**src/rtl/mem_access.sv**
```systemverilog
// -----------------------------------------------------------------------------
// mem_access : MEM stage of the 5-stage RV32I pipeline.
//
// The stage sits between the ex_mem and mem_wb registers. Loads and stores go
// out one byte at a time over an 8-bit memory-controller port, little-endian,
// to consecutive (wrapping) addresses. Non-memory ops pass straight through.
// While an access is in flight stall_req stays high, so ctrl freezes ex_mem
// and every mem_* input remains stable until the access has finished.
//
// Ports
//   clk, rst       : clock; synchronous active-high reset
//   mem_wd         : destination register from ex_mem
//   mem_wreg       : register-write enable from ex_mem
//   mem_wdata      : EX result (ALU value)
//   mem_op         : opcode (LOAD 7'b0000011, STORE 7'b0100011)
//   mem_funct3     : access size / signedness
//   mem_mem_addr   : effective address
//   mem_reg        : store data (rs2)
//   wb_wd/wb_wreg/wb_wdata : towards mem_wb
//   stall_req      : pipeline hold request towards ctrl
//   bus_req/bus_we/bus_addr/bus_dout : byte request towards memory controller
//   bus_din/bus_ready                : byte response; a beat completes on an
//                                      edge where bus_ready=1
// -----------------------------------------------------------------------------
module mem_access #(
  parameter int ADDR_W = 32
) (
  input  logic              clk,
  input  logic              rst,
  input  logic [4:0]        mem_wd,
  input  logic              mem_wreg,
  input  logic [31:0]       mem_wdata,
  input  logic [6:0]        mem_op,
  input  logic [2:0]        mem_funct3,
  input  logic [31:0]       mem_mem_addr,
  input  logic [31:0]       mem_reg,
  output logic [4:0]        wb_wd,
  output logic              wb_wreg,
  output logic [31:0]       wb_wdata,
  output logic              stall_req,
  output logic              bus_req,
  output logic              bus_we,
  output logic [ADDR_W-1:0] bus_addr,
  output logic [7:0]        bus_dout,
  input  logic [7:0]        bus_din,
  input  logic              bus_ready
);

  localparam logic [6:0] OP_LOAD  = 7'b0000011;
  localparam logic [6:0] OP_STORE = 7'b0100011;

  typedef enum logic [1:0] {
    IDLE   = 2'd0,
    ACCESS = 2'd1,
    DONE   = 2'd2
  } state_e;

  state_e      state_q;
  logic [1:0]  cnt_q;       // index of the byte currently on the bus
  logic [1:0]  last_q;      // nbytes-1: index of the final byte
  logic [31:0] data_q;      // assembled load data

  logic        is_load_s;
  logic        is_store_s;
  logic        legal_s;
  logic [1:0]  last_idx_s;

  // Extend the assembled load bytes to 32 bits according to funct3.
  function automatic logic [31:0] load_extend(input logic [2:0] f3, input logic [31:0] d);
    logic [31:0] r;
    case (f3)
      3'b000:  r = {{24{d[7]}}, d[7:0]};
      3'b001:  r = {{16{d[15]}}, d[15:0]};
      3'b100:  r = {24'h000000, d[7:0]};
      3'b101:  r = {16'h0000, d[15:0]};
      default: r = d;
    endcase
    return r;
  endfunction

  // Decode op type and access size; anything outside the table is illegal.
  always_comb begin
    is_load_s  = (mem_op == OP_LOAD);
    is_store_s = (mem_op == OP_STORE);
    legal_s    = 1'b0;
    last_idx_s = 2'd0;
    case (mem_funct3)
      3'b000: begin legal_s = is_load_s | is_store_s; last_idx_s = 2'd0; end
      3'b001: begin legal_s = is_load_s | is_store_s; last_idx_s = 2'd1; end
      3'b010: begin legal_s = is_load_s | is_store_s; last_idx_s = 2'd3; end
      3'b100: begin legal_s = is_load_s;              last_idx_s = 2'd0; end
      3'b101: begin legal_s = is_load_s;              last_idx_s = 2'd1; end
      default: begin legal_s = 1'b0;                  last_idx_s = 2'd0; end
    endcase
  end

  // Access sequencer: IDLE -> ACCESS (one cycle per completed beat) -> DONE -> IDLE.
  always_ff @(posedge clk) begin
    if (rst) begin
      state_q <= IDLE;
      cnt_q   <= 2'd0;
      last_q  <= 2'd0;
      data_q  <= 32'h0000_0000;
    end else begin
      case (state_q)
        IDLE: begin
          if (legal_s) begin
            state_q <= ACCESS;
            cnt_q   <= 2'd0;
            last_q  <= last_idx_s;
            data_q  <= 32'h0000_0000;
          end else begin
            state_q <= IDLE;
          end
        end
        ACCESS: begin
          // A stalled beat (bus_ready=0) leaves cnt, address and data untouched.
          if (bus_ready) begin
            if (is_load_s) begin
              data_q[{cnt_q, 3'b000} +: 8] <= bus_din;
            end else begin
              data_q <= data_q;
            end
            cnt_q <= cnt_q + 2'd1;
            if (cnt_q == last_q) begin
              state_q <= DONE;
            end else begin
              state_q <= ACCESS;
            end
          end else begin
            state_q <= ACCESS;
          end
        end
        // Unconditional return so the frozen instruction is never re-issued.
        DONE:    state_q <= IDLE;
        default: state_q <= IDLE;
      endcase
    end
  end

  // Stage outputs; IDLE pass-through must be visible in the same cycle.
  always_comb begin
    wb_wd     = 5'd0;
    wb_wreg   = 1'b0;
    wb_wdata  = 32'h0000_0000;
    stall_req = 1'b0;
    bus_req   = 1'b0;
    bus_we    = 1'b0;
    bus_addr  = '0;
    bus_dout  = 8'h00;
    if (rst) begin
      wb_wreg = 1'b0;
    end else begin
      case (state_q)
        IDLE: begin
          wb_wd    = mem_wd;
          wb_wdata = mem_wdata;
          if (legal_s) begin
            stall_req = 1'b1;
          end else if (is_load_s | is_store_s) begin
            wb_wreg = 1'b0;  // illegal size: suppress the write
          end else begin
            wb_wreg = mem_wreg;
          end
        end
        ACCESS: begin
          wb_wd     = mem_wd;
          wb_wdata  = mem_wdata;
          stall_req = 1'b1;
          bus_req   = 1'b1;
          bus_we    = is_store_s;
          bus_addr  = mem_mem_addr[ADDR_W-1:0] + ADDR_W'(cnt_q);
          bus_dout  = mem_reg[{cnt_q, 3'b000} +: 8];
        end
        DONE: begin
          wb_wd    = mem_wd;
          wb_wreg  = mem_wreg;
          if (is_load_s) begin
            wb_wdata = load_extend(mem_funct3, data_q);
          end else begin
            wb_wdata = mem_wdata;
          end
        end
        default: begin
          wb_wreg = 1'b0;
        end
      endcase
    end
  end

endmodule

```
**config.mk**
```make
export PLATFORM = sky130hd
export DESIGN_NAME = mem_access
export DESIGN_NICKNAME = d
export VERILOG_FILES = /design/src/rtl/mem_access.sv
export SDC_FILE = /design/constraint.sdc
export NUM_CORES = 1
export LEC_CHECK = 0
export BUFFER_PORTS_ARGS = -buffer_cell sky130_fd_sc_hd__buf_2
export CAP_MARGIN = 0
export CORE_AREA = 2 2 109 111
export CTS_CLUSTER_DIAMETER = 50
export CTS_CLUSTER_SIZE = 16
export DETAILED_ROUTE_END_ITERATION = 16
export DIE_AREA = 0 0 111 113
export PLACE_DENSITY = 0.73
export SYNTH_ARGS = -nofsm -noshare
export SYNTH_HDL_FRONTEND = slang
export SYNTH_SLANG_ARGS = --single-unit
```
**constraint.sdc**
```tcl
create_clock -name clk -period 6.5 [get_ports clk]
set_input_delay 0.975 -clock clk [delete_from_list [all_inputs] [get_ports clk]]
set_output_delay 0.975 -clock clk [all_outputs]
set_load 0.02 [all_outputs]
```
# Word level (Yosys, flattened, before mapping)
# Index checks and enable logic that the tools add are counted.
[word_totals]
rom_bits = 0
n_memories = 0
latchBits = 0
mem_bits_rw = 0
inputBits = 123
register_bits = 38
[op_classes]
n_mul = 0
eq_ne = 12
bitwise = 1
div = 0
n_mux = 35
reduce_logical = 11
n_lt_le_gt_ge = 0
shift = 3
n_addsub = 3
[op_table]
columns = ["op", "count"]
rows = [
  ["$mux 32", 7],
  ["$pmux 32 s2", 2],
  ["$pmux 32 s4", 1],
  ["$add 32x2->32", 1],
  ["$bwmux 32", 1],
  ["$shift 8x7->32 const A", 1],
  ["$shiftx 32x6->8", 1],
  ["$shiftx 8x7->32", 1],
  ["$mux 8", 2],
  ["$pmux 2 s2", 3],
  ["$mux 1", 10],
  ["$mux 5", 2],
  ["$mux 2", 4],
  ["$eq 7x2->1 const B", 1],
  ["$eq 7x6->1 const B", 1],
  ["$neg 5->7", 1],
  ["$eq 3x3->1 const B", 2],
  ["$ne 2x2->1 const B", 3],
  ["$pmux 1 s2", 3],
  ["$reduce_or 2->1", 3],
  ["$reduce_or 3->1", 2],
  ["$reduce_and 4->1", 1],
  ["$eq 3x1->1 const B", 1],
  ["$eq 3x2->1 const B", 1],
  ["10 further kinds", 10],
]

# Longest topological paths before layout
[depth]
depth_word = 6
mapped_depth = 8
depth_no_buf = 6

# Worst setup path after synthesis
# OpenSTA, ideal clock, no wires.
[synth_path]
path_type = "input-to-output"
startpoint = "input mem_mem_addr[1]"
endpoint = "output bus_addr[21]"
n_path_buf = 1
required_ns = 5.525
cell_stages = 6
t_arrival_ns = 2.853
path_slack_ns = 2.672
path_cell_list = "ha_1 a21oi_1 or4b_4 buf_6 or4_1 a21oi_1"
[synth_between]
elab_chain_cells = 3
[synth_rtl]
columns = ["element", "line_no", "source"]
rows = [
  ["from (decl)", "35", "input logic [31:0] mem_mem_addr,"],
  ["$add 32x2->32", "172", "bus_addr = mem_mem_addr[ADDR_W-1:0] + ADDR_W'(cnt_q);"],
  ["$mux 32", "154", "case (state_q)"],
  ["$mux 32", "151", "if (rst) begin"],
  ["to (decl)", "43", "output logic [ADDR_W-1:0] bus_addr,"],
]
# No other way between the ends.

# Final worst setup path
[layout_path]
startpoint = "input mem_mem_addr[1]"
endpoint = "output bus_addr[23]"
# Same word-level chain as after synthesis.

==> reports/metrics.yaml <==
synth_common_cells: "63 x a21oi_1, 59 x o21ai_0, 38 x dfxtp_1, 36 x clkbuf_1, 31 x nand2_1"
maxSlewViolCount: 0
synth-xor-area-share_pct: 2.70
finalWorstSetupSlack_ns: 2.51
fin_crit_ns: 3.99
synth-edff-count: 0
reg2reg_from: "cnt_q[1]"
synth_fp_nets: 655
root_buffer: "clkbuf_16"
clock_latency_ns: 0.28
die_y_um: 113
synth_most_common_cell: "a21oi_1"
overflow: 0
ys_ff_latch: 38
fin_total_pwr_mw: 0.632
ctsResizeCount: 0
r2r_setup_slack_ns: 3.49
synth_compound_area_share_pct: 25.9
worstSetupEndpointType: "primary output"
whs_path_depth: 2
layoutNonFillerInstCount: 842
drive_gt1_share_pct: 34.0
hpwl_um: 10100
syn_to_final_growth_pct: 31.4
seqCellArea_sq_um: 761
run_status: "finished clean"
p_leak_nw: 2.14
synth_simple_gate_area_share_pct: 36.7
core.rowCount: 39
wirelength_um: 13200
die-width_um: 111
worstPathRequired_ns: 5.52
clock_sinks: 38
yosys.area.top_type: "dfxtp_1"
synth-adder-area-share_pct: 2.44
maxCapViolations: 0
p_per_area_nw_per_um2: 124
path_delay_family: "simple AND/OR/NAND/NOR gates"
hold_violations: 0
dieArea_sq_um: 12500
portBuffers: 203
setup-violations-final: 0
whs_endpoint: "data_q[20]"
boundaryPins: 204
cp_num_buf_inv: 2
cp.arrival_ns: 3.02
grt_pass1_wl_um: 20300
drt-vias-per-instance: 5.52
syn_avg_cell_area_sq_um: 7.41
crit_path_cell_trace: "buf_2 > ha_1 > a21oi_1 > or4b_4 > or4b_1 > a21oi_1 > buf_2"
drtPass1Iterations: 5
max-slew-margin-rel_pct: 24.3
gp_congestion: 1.02
antenna_found_initial: 1
final_cell_area_sq_um: 5110
nFillCells: 1160
ys_seq_area_share_pct: 19.5
yosys.area.top_type_share_pct: 19.5
cts_tree: "yes"
synthCells: 525
yosysWarningCount: 0
synth_top_family_by_area: "simple AND/OR/NAND/NOR gates"
synthArstFlopShare_pct: 0
finish.utilization_pct: 45.3
clk_pin_slew_worst_paths_ns: 0.06
synth_ff_type: "dfxtp_1"
route.detailed.drc: 0
cp_max_fo: 21
yosys-top-cells-area: "dfxtp_1 20%, a21oi_1 8.1%, o21ai_0 7.6%, mux4_2 4.6%, nand2b_1 4.2%"
worstSetupStartpointType: "input port"
synthMuxAreaShare_pct: 6.95
placed_cells: 833
grt_pass1_vias: 4019
whs_ns: 0.467
fin_nets: 827
fmax_mhz: 250
place_ws_ns: 2.53
place_area_sq_um: 4960
min_from: "data_q[20]"
critical-path-max-stage-delay_ns: 0.67
groute.usage.overall_pct: 19.3
vias: 4650
critPathKind: "in2out"
ys_types: 60
initial_core_util_pct: 34.5
fin_skew_ns: 0.00145
ant_nets: 0
multiInputGateArea_sq_um: 2910
core-area_sq_um: 11300
tightest_slew_ns: 1.13
grt_max_degree: 66
r2r_cells: 6
postCtsSetupBuffers: 0
timing.rr.end: "data_q[17]"
mappedNetlistArea_sq_um: 3890
drt_iter0_drc: 261
tns_ns: 0
finalCritPeriodShare_pct: 61.4
avgRoutedWirePerCell_um: 15.6
clk_path_buf_depth: 2
hold_buffers: 0
hp-class: "reg2reg"
h-tree-depth: 2
crit_slowest_cell: "or4b_4"
rsz0062_at_grt: "no"
irDropWorstVdd_v: 0.000139
cts-buffers-inserted: 5
cell type report:
cell class | instances | share of cell area, %
multi-input combinational | 431 | 56.9
timing repair buffer | 210 | 20.9
sequential | 38 | 14.9
tap | 143 | 3.50
clock buffer | 6 | 2.72
inverter | 11 | 0.808
clock inverter | 2 | 0.245
antenna | 1 | 0.0490
report_power, final:
part	internal (mW)	switching [mW]
logic	0.0645	0.0872
registers	0.233	0.000232
clock network	0.152	0.0956
total	0.449	0.183
layout by cell type (no fill, tap or decap), types with 5 or more instances in the layout:
master     Yosys  final
nor2_1        18     18
a21oi_1       63     63
or4b_1         9      9
nand3_1       29     29
and2_1        19     19
ha_1           6      6
or4_1         11     11
nand2_1       31     31
inv_1         11     11
a22o_1        12     12
nand2b_1      26     26
xor2_1         6      6
buf_2          4    203
or3_1          9      9
clkbuf_16      0      5
o21ai_0       59     59
nor3b_1        8      8
mux4_2         8      8
nand4bb_1     10     10
nand3b_1       9      9
dfxtp_1       38     38
mux2i_1        9      9
xnor2_1        6      6
buf_4          0      7
o31ai_1       11     11
nand4_1       16     16
tightest hold or removal path: stages (launching register included):
cell and delay (ns):
dfxtp_1 0.30, o21ai_0 0.06, a21oi_1 0.06
worst max path at each step:
stage | startpoint | endpoint | slack [ns] | depth (start not counted)
global placement | mem_mem_addr[1] | bus_addr[21] | 2.55 | 7
CTS | mem_mem_addr[1] | bus_addr[23] | 2.52 | 7
floorplan | mem_mem_addr[1] | bus_addr[21] | 2.67 | 6
detailed placement | mem_mem_addr[1] | bus_addr[23] | 2.53 | 7
global route | mem_op[6] | wb_wdata[15] | 2.34 | 7
finish | mem_mem_addr[1] | bus_addr[23] | 2.51 | 7
layer usage:
metal | track usage, % | vias to the layer above | wire [um]
met2 | 32.1 | 183 | 6180
met3 | 2.89 | 20 | 918
li1 | - | 2328 | -
met1 | 26.2 | 2119 | 5790
met5 | 0 | - | 0
met4 | 5.58 | 0 | 269
cells by family after synthesis:
group                      after synthesis
and+or+nand+nor                        225
AOI/OAI and AO/OA                      170
buffers and inverters                   56
DFF                                     38
muxes                                   17
xor gates and xnor gates                12
adders and majority gates                7
flip-flops by register name, indices dropped and copies added (netlist names):
name and cells:
cnt_q 2, state_q 2, last_q 2, data_q 32
(Power assumes the default switching activity.)
